--- config.mk ---
export PLATFORM = sky130hd
export DESIGN_NAME = pc_progress_watchdog
export DESIGN_NICKNAME = d
export VERILOG_FILES = /design/src/rtl/pc_progress_watchdog.sv
export SDC_FILE = /design/constraint.sdc
export NUM_CORES = 1
export LEC_CHECK = 0
export BUFFER_PORTS_ARGS = -buffer_cell sky130_fd_sc_hd__clkbuf_2
export CAP_MARGIN = 15
export CORE_ASPECT_RATIO = 1.5
export CORE_MARGIN = 2
export CORE_UTILIZATION = 54
export DETAILED_ROUTE_END_ITERATION = 12
export GPL_TIMING_DRIVEN = 0
export PLACE_DENSITY = 0.86
export RECOVER_POWER = 25
export SLEW_MARGIN = 25
export SYNTH_ARGS = -nofsm -noshare
export SYNTH_HDL_FRONTEND = slang
export SYNTH_SLANG_ARGS = --single-unit
--- constraint.sdc ---
create_clock -name clk -period 6.75 [get_ports clk]
set_input_delay 0.675 -clock clk [delete_from_list [all_inputs] [get_ports clk]]
set_output_delay 0.675 -clock clk [all_outputs]
set_load 0.005 [all_outputs]
--- src/rtl/pc_progress_watchdog.sv ---
// pc_progress_watchdog
// Monitors the fetch PC of a pipelined core. It flags a stall when the same PC
// is sampled STUCK_LIMIT times in a row after its first appearance. It flags a
// timeout when the sampled-cycle budget runs out. On either event it freezes a
// diagnostic snapshot and holds a sticky halt indication until reset or clear.
//
// Parameter legality: STUCK_LIMIT must be in 1..255, because the repeat counter
// is 8 bits wide. TIMEOUT_CYCLES must be in 1..2^32-1, because cycle_count is
// 32 bits wide. TIMEOUT always fires before cycle_count could wrap.

module pc_progress_watchdog #(
    parameter int unsigned      XLEN           = 32,
    parameter int unsigned      STUCK_LIMIT    = 5,
    parameter int unsigned      TIMEOUT_CYCLES = 10000,
    parameter logic [XLEN-1:0]  RESET_PC       = '0
) (
    input  logic            clk,
    input  logic            reset,
    input  logic            en,
    input  logic            clear,
    input  logic [XLEN-1:0] pc_in,
    input  logic [XLEN-1:0] instr_in,
    output logic            stuck,
    output logic            timeout,
    output logic            halted,
    output logic [31:0]     cycle_count,
    output logic [XLEN-1:0] snap_pc,
    output logic [XLEN-1:0] snap_instr,
    output logic [31:0]     snap_cycle
);

    localparam logic [7:0]  LIMIT_8    = STUCK_LIMIT[7:0];
    localparam logic [31:0] TIMEOUT_32 = TIMEOUT_CYCLES;

    typedef enum logic [1:0] {
        ST_RUN     = 2'd0,
        ST_STUCK   = 2'd1,
        ST_TIMEOUT = 2'd2
    } state_t;

    state_t          state;
    logic [XLEN-1:0] last_pc;
    logic [7:0]      rep_cnt;

    // Values this sample would produce. They are committed only in RUN with en=1.
    logic        pc_repeat;
    logic [7:0]  rep_next;
    logic [31:0] cycle_next;
    logic        hit_stall;
    logic        hit_timeout;

    assign pc_repeat = (pc_in == last_pc);
    // The count saturates at the limit. It is compared after the increment, so
    // STUCK_LIMIT=1 trips on the first repeat.
    assign rep_next    = !pc_repeat          ? 8'd0    :
                         (rep_cnt == LIMIT_8) ? rep_cnt : rep_cnt + 8'd1;
    assign cycle_next  = cycle_count + 32'd1;
    assign hit_stall   = (rep_next == LIMIT_8);
    assign hit_timeout = (cycle_next == TIMEOUT_32);

    // Watchdog FSM. It holds the counters, the last PC and the detection snapshot.
    // NOTE: every register here has an asynchronous reset and uses a non-blocking
    // assignment. This makes all state update together at the edge, and makes
    // reset clear the snapshot immediately without waiting for a clock.
    always_ff @(posedge clk or posedge reset) begin
        if (reset) begin
            state       <= ST_RUN;
            last_pc     <= RESET_PC;
            rep_cnt     <= 8'd0;
            cycle_count <= 32'd0;
            snap_pc     <= '0;
            snap_instr  <= '0;
            snap_cycle  <= 32'd0;
        end else if (clear) begin
            // Re-arm. This edge performs no sample, even when en is high.
            state       <= ST_RUN;
            last_pc     <= RESET_PC;
            rep_cnt     <= 8'd0;
            cycle_count <= 32'd0;
            snap_pc     <= '0;
            snap_instr  <= '0;
            snap_cycle  <= 32'd0;
        end else if (state == ST_RUN && en) begin
            cycle_count <= cycle_next;
            rep_cnt     <= rep_next;
            last_pc     <= pc_in;
            // Stall wins when both events land on the same sample.
            if (hit_stall) begin
                state      <= ST_STUCK;
                snap_pc    <= pc_in;
                snap_instr <= instr_in;
                snap_cycle <= cycle_next;
            end else if (hit_timeout) begin
                state      <= ST_TIMEOUT;
                snap_pc    <= pc_in;
                snap_instr <= instr_in;
                snap_cycle <= cycle_next;
            end
        end
        // STUCK and TIMEOUT are terminal. Everything stays frozen until reset or clear.
    end

    // The status flags are decoded directly from the state register.
    assign stuck   = (state == ST_STUCK);
    assign timeout = (state == ST_TIMEOUT);
    assign halted  = stuck | timeout;

endmodule

==> summary.txt, run 1 <==
Total routing resource utilization after global routing - 0.280
TritonCTS sink count - 170
Seq cells post-synth - 170
Fraction of met2 tracks used by global routing - 0.503
Die Width - 104 µm
Cell count after synthesis - 791
Largest net degree at the start of global routing - 96
Count of hold-fix buffers inserted at cts - 0
Latest clock arrival within the worst-skew pair - 430 ps
Via count of the first global-routing pass - 6999
Met1 usage in global routing - 0.323
TritonCTS clock tree - done
Final count of negative-setup-slack endpoints - 0
Maximum clock path buffer count - 2
Number of antenna violations at the first check in global routing - 0
Number of nets in the layout - 1083
Core area - 14900 µm²
Hold violation total from the final report - 0
First-pass GRT wire length - 35500 µm
Detailed placement HPWL - 16200 µm
Synthesis-to-finish area growth - 22.9%
Warnings, synthesis - 0
Fraction of the cycle the final worst path needs - 0.671
Met3 Usage GRT - 0.0434
Worst EP required - 6800 ps
Most common library cell in the layout ignoring fill and taps - sky130_fd_sc_hd__clkbuf_2
Failing checks - capacitance limit, slew limit
Grt peak-use layer - met2
Leading cell types in the layout, fill and taps excluded - 198 x sky130_fd_sc_hd__clkbuf_2, 170 x sky130_fd_sc_hd__dfrtp_1, 106 x sky130_fd_sc_hd__nand2_1, 85 x sky130_fd_sc_hd__a22o_1, 60 x sky130_fd_sc_hd__xor2_1
Total global routing overflow - 0
H-tree lvl count - 4
Power Dens Cells - 239 nW/µm²
Number of ports placed on the die boundary - 199
Antenna viol nets, final - 0
# resized after CTS - 0
Mean instance size in the synthesized netlist - 10.3 µm²
Fillers - 1234
Post-Synthesis Cell Area - 8140 µm²
Final period demand of the worst path - 4530 ps
# rows - 55
Routability-driven placement congestion ratio - 0.902
Worst path arrival time - 4580 ps
Synth unique cells - 51
DRC violation count after routing - 0
Critical setup path kind - in -> async
N_diodes - 0
Initial Utilization - 0.545
Class of the most critical hold timing path - in -> reg
Achievable Freq - 221 MHz
Number of pins exceeding their max-slew limit in the final report - 173
Setup repair after global routing missed its margin - false
Post-detailed-routing wire length - 22200 µm
Max-capacitance violation count - 2
EDFF count, synth - 0
Reported leakage power - 4.87 nW
Fraction of registers with async set/reset - 1.00
1st-iter DRT viols - 335
Post-Route Setup TNS - 0 ps
Overall power after layout - 2.39 mW
Routed vias/inst - 5.80
Slew Limit Headroom - -1.18
Number of buffers added for setup after CTS - 0
Peak supply drop - 0.157 mV
Type of element capturing the critical path - asynchronous set/reset pin
Cell at the root of the clock tree - sky130_fd_sc_hd__clkbuf_16
Maximum clock skew at final layout - 13.7 ps
Sequential element share of the synthesized area - 0.523
CP Max Fanout - 95
Critical Path Start Type - primary input
Input/output buffers - 197
Number of optimization iterations in the first detailed-route pass - 7
Die Outline Area - 16100 µm²
Number of buffers added by the clock tree synthesis step - 17
Fraction of layout instances using a drive strength above 1 - 0.260
Synthesized net count - 866
Run status - finished with violations
Via count - 7072
Transition time at the pin with the least slew margin - 3250 ps
Clock slew seen by the registers of the worst setup and hold paths - 70 ps
Post-synth top flop - sky130_fd_sc_hd__dfrtp_1
Die outline height - 154 µm
Wirelength per Cell - 18.2 µm
layer usage:
metal	vias to the layer above	wire length (µm)
li1	3252	-
met1	3472	8390
met2	290	11800
met3	58	1180
met4	0	826
met5	-	0
power breakdown:
part	total (mW)	switching, mW	internal (mW)	leakage [nW]
clock network	1.01	0.416	0.594	0.293
logic	0.266	0.159	0.106	2.25
registers	1.11	0.0384	1.07	2.32
stage by stage:
stage	util	hold slack (ps)	setup slack, ps	area, µm²	cells
global route	0.670	460	1280	10000	1219
finish	0.670	461	2220	10000	1219
floorplan	-	473	1470	8140	791
detailed placement	0.631	476	2350	9420	1188
CTS	0.671	333	2400	10000	1219
global placement	0.627	474	-312	9370	1187
area by class of cell:
class | instances | area (µm²) | share of cell area
Buffer | 64 | 308 | 0.0308
Clock buffer | 18 | 439 | 0.0439
Clock inverter | 13 | 164 | 0.0164
Inverter | 10 | 38.8 | 0.00388
Multi-Input combinational cell | 547 | 3550 | 0.356
Sequential cell | 170 | 4250 | 0.425
Tap cell | 199 | 249 | 0.0249
Timing Repair Buffer | 198 | 991 | 0.0991
synth_stat cells, types with 10 or more instances:
cell type,instances,area share
sky130_fd_sc_hd__a22o_1,85,0.092
sky130_fd_sc_hd__nand4_1,14,0.011
sky130_fd_sc_hd__nor2_1,50,0.023
sky130_fd_sc_hd__o2bb2ai_1,12,0.013
sky130_fd_sc_hd__nand2_1,106,0.049
sky130_fd_sc_hd__o21ai_0,17,0.010
sky130_fd_sc_hd__xnor2_1,25,0.027
sky130_fd_sc_hd__inv_1,10,0.0046
sky130_fd_sc_hd__nand3_1,19,0.012
sky130_fd_sc_hd__nor4_1,21,0.016
sky130_fd_sc_hd__buf_2,12,0.0074
sky130_fd_sc_hd__clkbuf_1,38,0.018
sky130_fd_sc_hd__a21oi_1,42,0.026
sky130_fd_sc_hd__dfrtp_1,170,0.52
sky130_fd_sc_hd__xor2_1,60,0.065
critical path, stage by stage:
cell and delay, ps:
sky130_fd_sc_hd__clkbuf_2 90, sky130_fd_sc_hd__clkinvlp_2 1820, sky130_fd_sc_hd__clkbuf_2 1910
logic make-up after synthesis:
family	after synthesis	share of synthesized area
fa+ha+maj	7	0.0108
xor+xnor	85	0.0915
flops	170	0.523
simple gates	265	0.158
compound gates	189	0.173
buf+inv	74	0.0424
mux	1	0.00138
state kept, by name, summed over array words and instances (netlist names):
name and count:
cycle_count 32, last_pc 32, snap_cycle 32, snap_instr 32, snap_pc 32, rep_cnt 8, state 2
path summary, 6_finish.rpt:
check	from	endpoint	slack [ps]	cells past startpoint
min in group asynchronous	reset	snap_instr[17]$_DFFE_PP0P_	1170	2
max in group clk	cycle_count[0]$_DFFE_PP0P_	snap_cycle[3]$_DFFE_PP0P_	2490	11
worst min register to register	snap_cycle[26]$_DFFE_PP0P_	snap_cycle[26]$_DFFE_PP0P_	490	1
worst max register to register	cycle_count[0]$_DFFE_PP0P_	snap_cycle[3]$_DFFE_PP0P_	2490	11
worst min-delay path	instr_in[3]	snap_instr[3]$_DFFE_PP0P_	460	2
worst max-delay path	reset	snap_pc[22]$_DFFE_PP0P_	2220	3
No activity file was read; power rests on OpenSTA's default activity.
==> inputs of run 2 (changes only) <==
Settings changed: CORE_UTILIZATION 54 to 49, PLACE_DENSITY 0.86 to 0.82.
Clock period 6.75 ns to 3.7 ns, I/O delays scaled along.
==> summary.txt, run 2 (same netlist as run 1, synthesis figures left out) <==
Initial Utilization - 0.500 (-0.0445)
Post-detailed-routing wire length - 23500 µm (+5.5%)
Fraction of the cycle the final worst path needs - 0.972
Achievable Freq - 278 MHz
Detailed placement HPWL - 16800 µm (+3.6%)
Proportion of power drawn by flip-flops and latches - 0.466 (about the same)
Type of element capturing the critical path - flop
Sw Ratio - 0.277 (+0.0198)
Max-capacitance violation count - 2 (unchanged)
RR Endpoint - snap_instr[14]$_DFFE_PP0P_
Internal power consumption - 3.14 mW (+77%)
Fraction of met2 tracks used by global routing - 0.452 (-0.0512)
Worst-case setup margin in the final layout - 102 ps (-2120 ps)
Leading cell types in the layout, fill and taps excluded - 180 x sky130_fd_sc_hd__clkbuf_2, 167 x sky130_fd_sc_hd__dfrtp_1, 106 x sky130_fd_sc_hd__nand2_1, 85 x sky130_fd_sc_hd__a22o_1, 60 x sky130_fd_sc_hd__xor2_1
Number of optimization iterations in the first detailed-route pass - 9 (+2)
First-pass GRT wire length - 36600 µm (+3.3%)
Hold violation total from the final report - 0 (unchanged)
Critical setup path kind - reg -> reg
Total global routing overflow - 0 (unchanged)
Final period demand of the worst path - 3600 ps
Maximum clock path buffer count - 2 (unchanged)
TritonCTS clock tree - done
N_diodes - 0 (unchanged)
TritonCTS sink count - 170 (unchanged)
Dpl ws - -839 ps (-3180 ps)
# rows - 57 (+3.6%)
Clock share of power - 0.417 (-0.006)
CP Max Fanout - 10 (-89%)
Met3 Usage GRT - 0.0429 (-0.000468)
Final count of negative-setup-slack endpoints - 0 (unchanged)
Met1 usage in global routing - 0.319 (-0.00386)
Post-Route Setup TNS - 0 ps (unchanged)
Class of the most critical hold timing path - in -> reg
Transition time at the pin with the least slew margin - 1730 ps (-1520 ps)
Maximum clock skew at final layout - 13.5 ps (-0.263 ps)
Input/output buffers - 197 (unchanged)
First element of the critical path - cycle_count[2]$_DFFE_PP0P_
Combinational group share of total power - 0.117 (+0.006)
Overall power after layout - 4.34 mW (+82%)
Die outline height - 162 µm (+4.9%)
Logic depth of the worst register-to-register path - 10 (-1)
Die Width - 109 µm (+4.8%)
Worst EP required - 4010 ps (-2790 ps)
Antenna viol nets, final - 0 (unchanged)
Routability-driven placement congestion ratio - 0.913 (+1.3%)
Fraction of layout instances using a drive strength above 1 - 0.264 (+0.00402)
Final non-filler cell area - 10200 µm² (+2.0%)
Register Area - 4260 µm² (about the same)
Reported leakage power - 4.91 nW (+1.0%)
Core area - 16300 µm² (+8.9%)
Number of pins exceeding their max-slew limit in the final report - 56 (-68%)
Grt peak-use layer - met2
H-tree lvl count - 4 (unchanged)
Latest clock arrival within the worst-skew pair - 430 ps (about the same)
Largest net degree at the start of global routing - 34 (-65%)
Peak supply drop - 0.316 mV (+100%)
Synthesis-to-finish area growth - 25.4%
Most common library cell in the layout ignoring fill and taps - sky130_fd_sc_hd__clkbuf_2
Switching Power - 1.20 mW (+96%)
Total routing resource utilization after global routing - 0.269 (-0.0112)
1st-iter DRT viols - 568 (+70%)
DRC violation count after routing - 0 (unchanged)
Area occupied by multi-input gates - 3630 µm² (+2.1%)
R2r startpoint - cycle_count[2]$_DFFE_PP0P_
Final Hold Slack - 148 ps (-313 ps)
Number of buffers added by the clock tree synthesis step - 17 (unchanged)
Routed vias/inst - 5.81 (+0.19%)
Critical Path Start Type - flop
Clock slew seen by the registers of the worst setup and hold paths - 80 ps (about the same)
Core occupancy in the finished layout - 0.627 (-0.0421)
Power Dens Cells - 426 nW/µm² (+78%)
Placed cell area - 9490 µm² (+0.76%)
Wirelength per Cell - 19.0 µm (+4.0%)
Failing checks - capacitance limit, slew limit
Worst path arrival time - 3910 ps (-670 ps)
Hold path startpoint - instr_in[0]
Number of nets in the layout - 1093 (+0.92%)
Cell at the root of the clock tree - sky130_fd_sc_hd__clkbuf_16
Number of antenna violations at the first check in global routing - 0 (unchanged)
Cell total after placement - 1199 (+0.93%)
Setup slack, reg-to-reg - 100 ps (-2390 ps)
Post-layout instance count excluding filler cells - 1237 (+1.5%)
Number of ports placed on the die boundary - 199 (unchanged)
CP endpoint - snap_instr[14]$_DFFE_PP0P_
Run status - finished with violations
Via count of the first global-routing pass - 7229 (+3.3%)
Fillers - 1415 (+15%)
Via count - 7190 (+1.7%)
Die Outline Area - 17700 µm² (+9.9%)
Slew Limit Headroom - -0.155 (+1.02)
[run 2: cell type report]
| cell class | count | share of cell area |
|---|---|---|
| well taps | 206 | 0.0253 |
| clock buffers | 18 | 0.0430 |
| multi-input cells | 547 | 0.356 |
| clock inverters | 14 | 0.0143 |
| plain buffers | 59 | 0.0314 |
| inverters | 10 | 0.00380 |
| flip-flops and latches | 170 | 0.417 |
| repair buffers | 213 | 0.109 |
[run 2: worst max-delay path, cell delays in order, from the launching register on]
cell and delay, ps:
sky130_fd_sc_hd__dfrtp_1 360, sky130_fd_sc_hd__clkbuf_4 200, sky130_fd_sc_hd__nand4_1 240, sky130_fd_sc_hd__or4_4 670, sky130_fd_sc_hd__o21ai_2 170, sky130_fd_sc_hd__o2111ai_1 150
sky130_fd_sc_hd__or4_4 560, sky130_fd_sc_hd__nor4_4 340, sky130_fd_sc_hd__o22ai_4 210, sky130_fd_sc_hd__clkbuf_1 280, sky130_fd_sc_hd__a22o_1 310
[run 2: metal layers]
| metal | share of wire | up-vias | wire length [µm] |
|---|---|---|---|
| met5 | 0 | - | 0 |
| met4 | 0.058 | 0 | 1360 |
| met3 | 0.050 | 101 | 1170 |
| met2 | 0.51 | 300 | 12100 |
| met1 | 0.38 | 3512 | 8860 |
| li1 | - | 3277 | - |
[run 2: power groups by stage]
stage	registers, mW	logic, mW	clock network (mW)
after detailed placement	2.06	0.503	0
final	2.02	0.509	1.81
after CTS	2.02	0.516	1.83
after floorplan	2.05	0.256	0
after global routing	2.03	0.558	1.92
after global placement	2.06	0.476	0
[run 2: worst min-delay path by stage]
| stage | endpoint | depth (start not counted) |
|---|---|---|
| after global routing | snap_instr[3]$_DFFE_PP0P_ | 2 |
| final | snap_instr[0]$_DFFE_PP0P_ | 2 |
| after CTS | snap_instr[3]$_DFFE_PP0P_ | 2 |
| after floorplan | rep_cnt[7]$_DFFE_PP0P_ | 1 |
| after global placement | snap_cycle[29]$_DFFE_PP0P_ | 1 |
| after detailed placement | snap_instr[22]$_DFFE_PP0P_ | 2 |
[run 2: timing repair]
action                                  CTS  global route
pin swaps                                 6             8
hold buffers                              1             0
setup buffers                             6             4
hold endpoints to repair                 20             0
endpoints found under the setup margin   98            97
gates resized for setup                  15            22
==> inputs of run 3 (changes only) <==
Settings changed: CORE_UTILIZATION 49 to 58, PLACE_DENSITY 0.82 to 0.91.
Clock period 3.7 ns to 4.5 ns, I/O delays scaled along.
==> summary.txt, run 3 (same netlist as run 1, synthesis figures left out) <==
Core occupancy in the finished layout - 0.724 (+0.0965)
Maximum clock skew at final layout - 10.9 ps (-2.57 ps)
Antenna viol nets, final - 0 (unchanged)
TritonCTS clock tree - done
Worst path arrival time - 4550 ps (+640 ps)
Clock slew seen by the registers of the worst setup and hold paths - 70 ps (about the same)
Die Outline Area - 15000 µm² (-15%)
Sw Ratio - 0.277 (about the same)
Combinational group share of total power - 0.116 (about the same)
TritonCTS sink count - 170 (unchanged)
Failing checks - capacitance limit, slew limit
Internal power consumption - 2.57 mW (-18%)
Die outline height - 149 µm (-7.9%)
Crit-path cells - ha_1 > nand3_1 > clkbuf_1 > nor4_4 > nand4_1 > xor2_1 > o211ai_1 > nor4_4 > o22ai_2 > clkbuf_1 > a22o_1
Hold violation total from the final report - 0 (unchanged)
Reported leakage power - 4.89 nW (-0.48%)
Logic depth of the worst register-to-register path - 11 (+1)
Transition time at the pin with the least slew margin - 1690 ps (-45.6 ps)
Routability-driven placement congestion ratio - 0.945 (+3.4%)
Peak supply drop - 0.294 mV (-7.0%)
Final count of negative-setup-slack endpoints - 0 (unchanged)
Number of nets in the layout - 1089 (-0.37%)
Via count - 7257 (+0.93%)
Total global routing overflow - 0 (unchanged)
Type of element capturing the critical path - flop
Cell at the root of the clock tree - sky130_fd_sc_hd__clkbuf_16
Switching Power - 0.986 mW (-18%)
Number of pins exceeding their max-slew limit in the final report - 35 (-38%)
Die Width - 101 µm (-7.8%)
Achievable Freq - 236 MHz (-15%)
Total routing resource utilization after global routing - 0.305 (+0.0360)
Clock share of power - 0.416 (about the same)
Number of antenna violations at the first check in global routing - 0 (unchanged)
Detailed placement HPWL - 16100 µm (-4.4%)
Number of optimization iterations in the first detailed-route pass - 6 (-3)
Worst EP required - 4810 ps (+800 ps)
Critical Path Start Type - flop
Number of buffers added by the clock tree synthesis step - 17 (unchanged)
Power Dens Cells - 354 nW/µm² (-17%)
DRC violation count after routing - 0 (unchanged)
# rows - 53 (-7.0%)
Critical setup path kind - reg -> reg
Setup repair after global routing missed its margin - false
1st-iter DRT viols - 822 (+45%)
Leading cell types in the layout, fill and taps excluded - 190 x sky130_fd_sc_hd__clkbuf_2, 170 x sky130_fd_sc_hd__dfrtp_1, 106 x sky130_fd_sc_hd__nand2_1, 85 x sky130_fd_sc_hd__a22o_1, 60 x sky130_fd_sc_hd__xor2_1
Via count of the first global-routing pass - 6957 (-3.8%)
Worst path bufs/invs - 2 (unchanged)
CP Max Fanout - 10 (unchanged)
First-pass GRT wire length - 35500 µm (-3.1%)
Crit path max-delay cell type - sky130_fd_sc_hd__nor4_4
Number of stages on the worst hold path - 2 (unchanged)
Fraction of layout instances using a drive strength above 1 - 0.254 (-0.00968)
Input/output buffers - 197 (unchanged)
Wirelength per Cell - 18.9 µm (-0.23%)
N_diodes - 0 (unchanged)
Routed vias/inst - 6.09 (+4.7%)
Largest net degree at the start of global routing - 35 (+2.9%)
Logic depth of the worst path, buffers included - 11 (+1)
Maximum clock path buffer count - 2 (unchanged)
Cell class contributing the biggest share of worst-path delay - simple AND/OR/NAND/NOR gates
Latest clock arrival within the worst-skew pair - 430 ps (about the same)
Largest stage delay on the critical path - 650 ps (-20 ps)
Proportion of power drawn by flip-flops and latches - 0.468 (+0.002)
Post-detailed-routing wire length - 22600 µm (-3.9%)
Synthesis-to-finish area growth - 23.3%
Overall power after layout - 3.56 mW (-18%)
Fillers - 991 (-30%)
Max-capacitance violation count - 2 (unchanged)
Slew Limit Headroom - -0.125 (+0.0304)
Number of ports placed on the die boundary - 199 (unchanged)
Final period demand of the worst path - 4240 ps (+640 ps)
H-tree lvl count - 4 (unchanged)
Most common library cell in the layout ignoring fill and taps - sky130_fd_sc_hd__clkbuf_2
Dpl ws - 188 ps (+1030 ps)
Worst-case setup margin in the final layout - 262 ps (+160 ps)
Initial Utilization - 0.587 (+0.0867)
Class of the most critical hold timing path - in -> reg
Post-Route Setup TNS - 0 ps (unchanged)
Fraction of the cycle the final worst path needs - 0.942 (-0.0306)
Core area - 13900 µm² (-15%)
Run status - finished with violations
## run 3: area by class of cell
class                           count  area (µm²)  share of cell area
Sequential cell                   170        4250               0.424
Buffer                             64         308              0.0307
Clock buffer                       17         425              0.0424
Timing Repair Buffer              204        1070               0.106
Multi-Input combinational cell    547        3560               0.355
Inverter                           10        38.8             0.00387
Tap cell                          165         206              0.0206
Clock inverter                     15         171              0.0171
## run 3: power by group through the flow
stage / clock network (mW) / registers (mW) / logic (mW)
3_5_place_dp: 0 / 1.69 / 0.414
5_1_grt: 1.56 / 1.67 / 0.448
3_3_place_gp: 0 / 1.69 / 0.388
6_report: 1.48 / 1.67 / 0.411
4_1_cts: 1.50 / 1.66 / 0.416
2_1_floorplan: 0 / 1.69 / 0.210
## run 3: metrics by stage
stage,area (µm²),hold slack (ps),cells
after global placement,9330,474,1153
after detailed placement,9470,426,1159
after CTS,10100,223,1192
final,10000,233,1192
after global routing,10000,219,1192
after floorplan,8140,473,791
## run 3: final timing paths
path,slack [ps],start,to
min,230,instr_in[12],snap_instr[12]$_DFFE_PP0P_
min reg2reg,490,snap_cycle[26]$_DFFE_PP0P_,snap_cycle[26]$_DFFE_PP0P_
max reg2reg,260,cycle_count[0]$_DFFE_PP0P_,snap_cycle[7]$_DFFE_PP0P_
min in group asynchronous,570,reset,snap_instr[9]$_DFFE_PP0P_
max,260,cycle_count[0]$_DFFE_PP0P_,snap_cycle[7]$_DFFE_PP0P_
max in group asynchronous,990,reset,last_pc[25]$_DFFE_PP0P_
## run 3: repair_timing
action | CTS | global route
endpoints found under the hold margin | 11 | 0
setup endpoints to repair | 0 | 94
gates resized for setup | 0 | 2
setup buffers | 0 | 0
hold buffers | 1 | 0
## run 3: per-layer routing
metal	vias to the layer above	GRT usage	part of all wire
met4	0	0.156	0.057
met1	3465	0.371	0.37
met5	-	0	0
li1	3267	-	-
met2	424	0.502	0.50
met3	101	0.0703	0.078
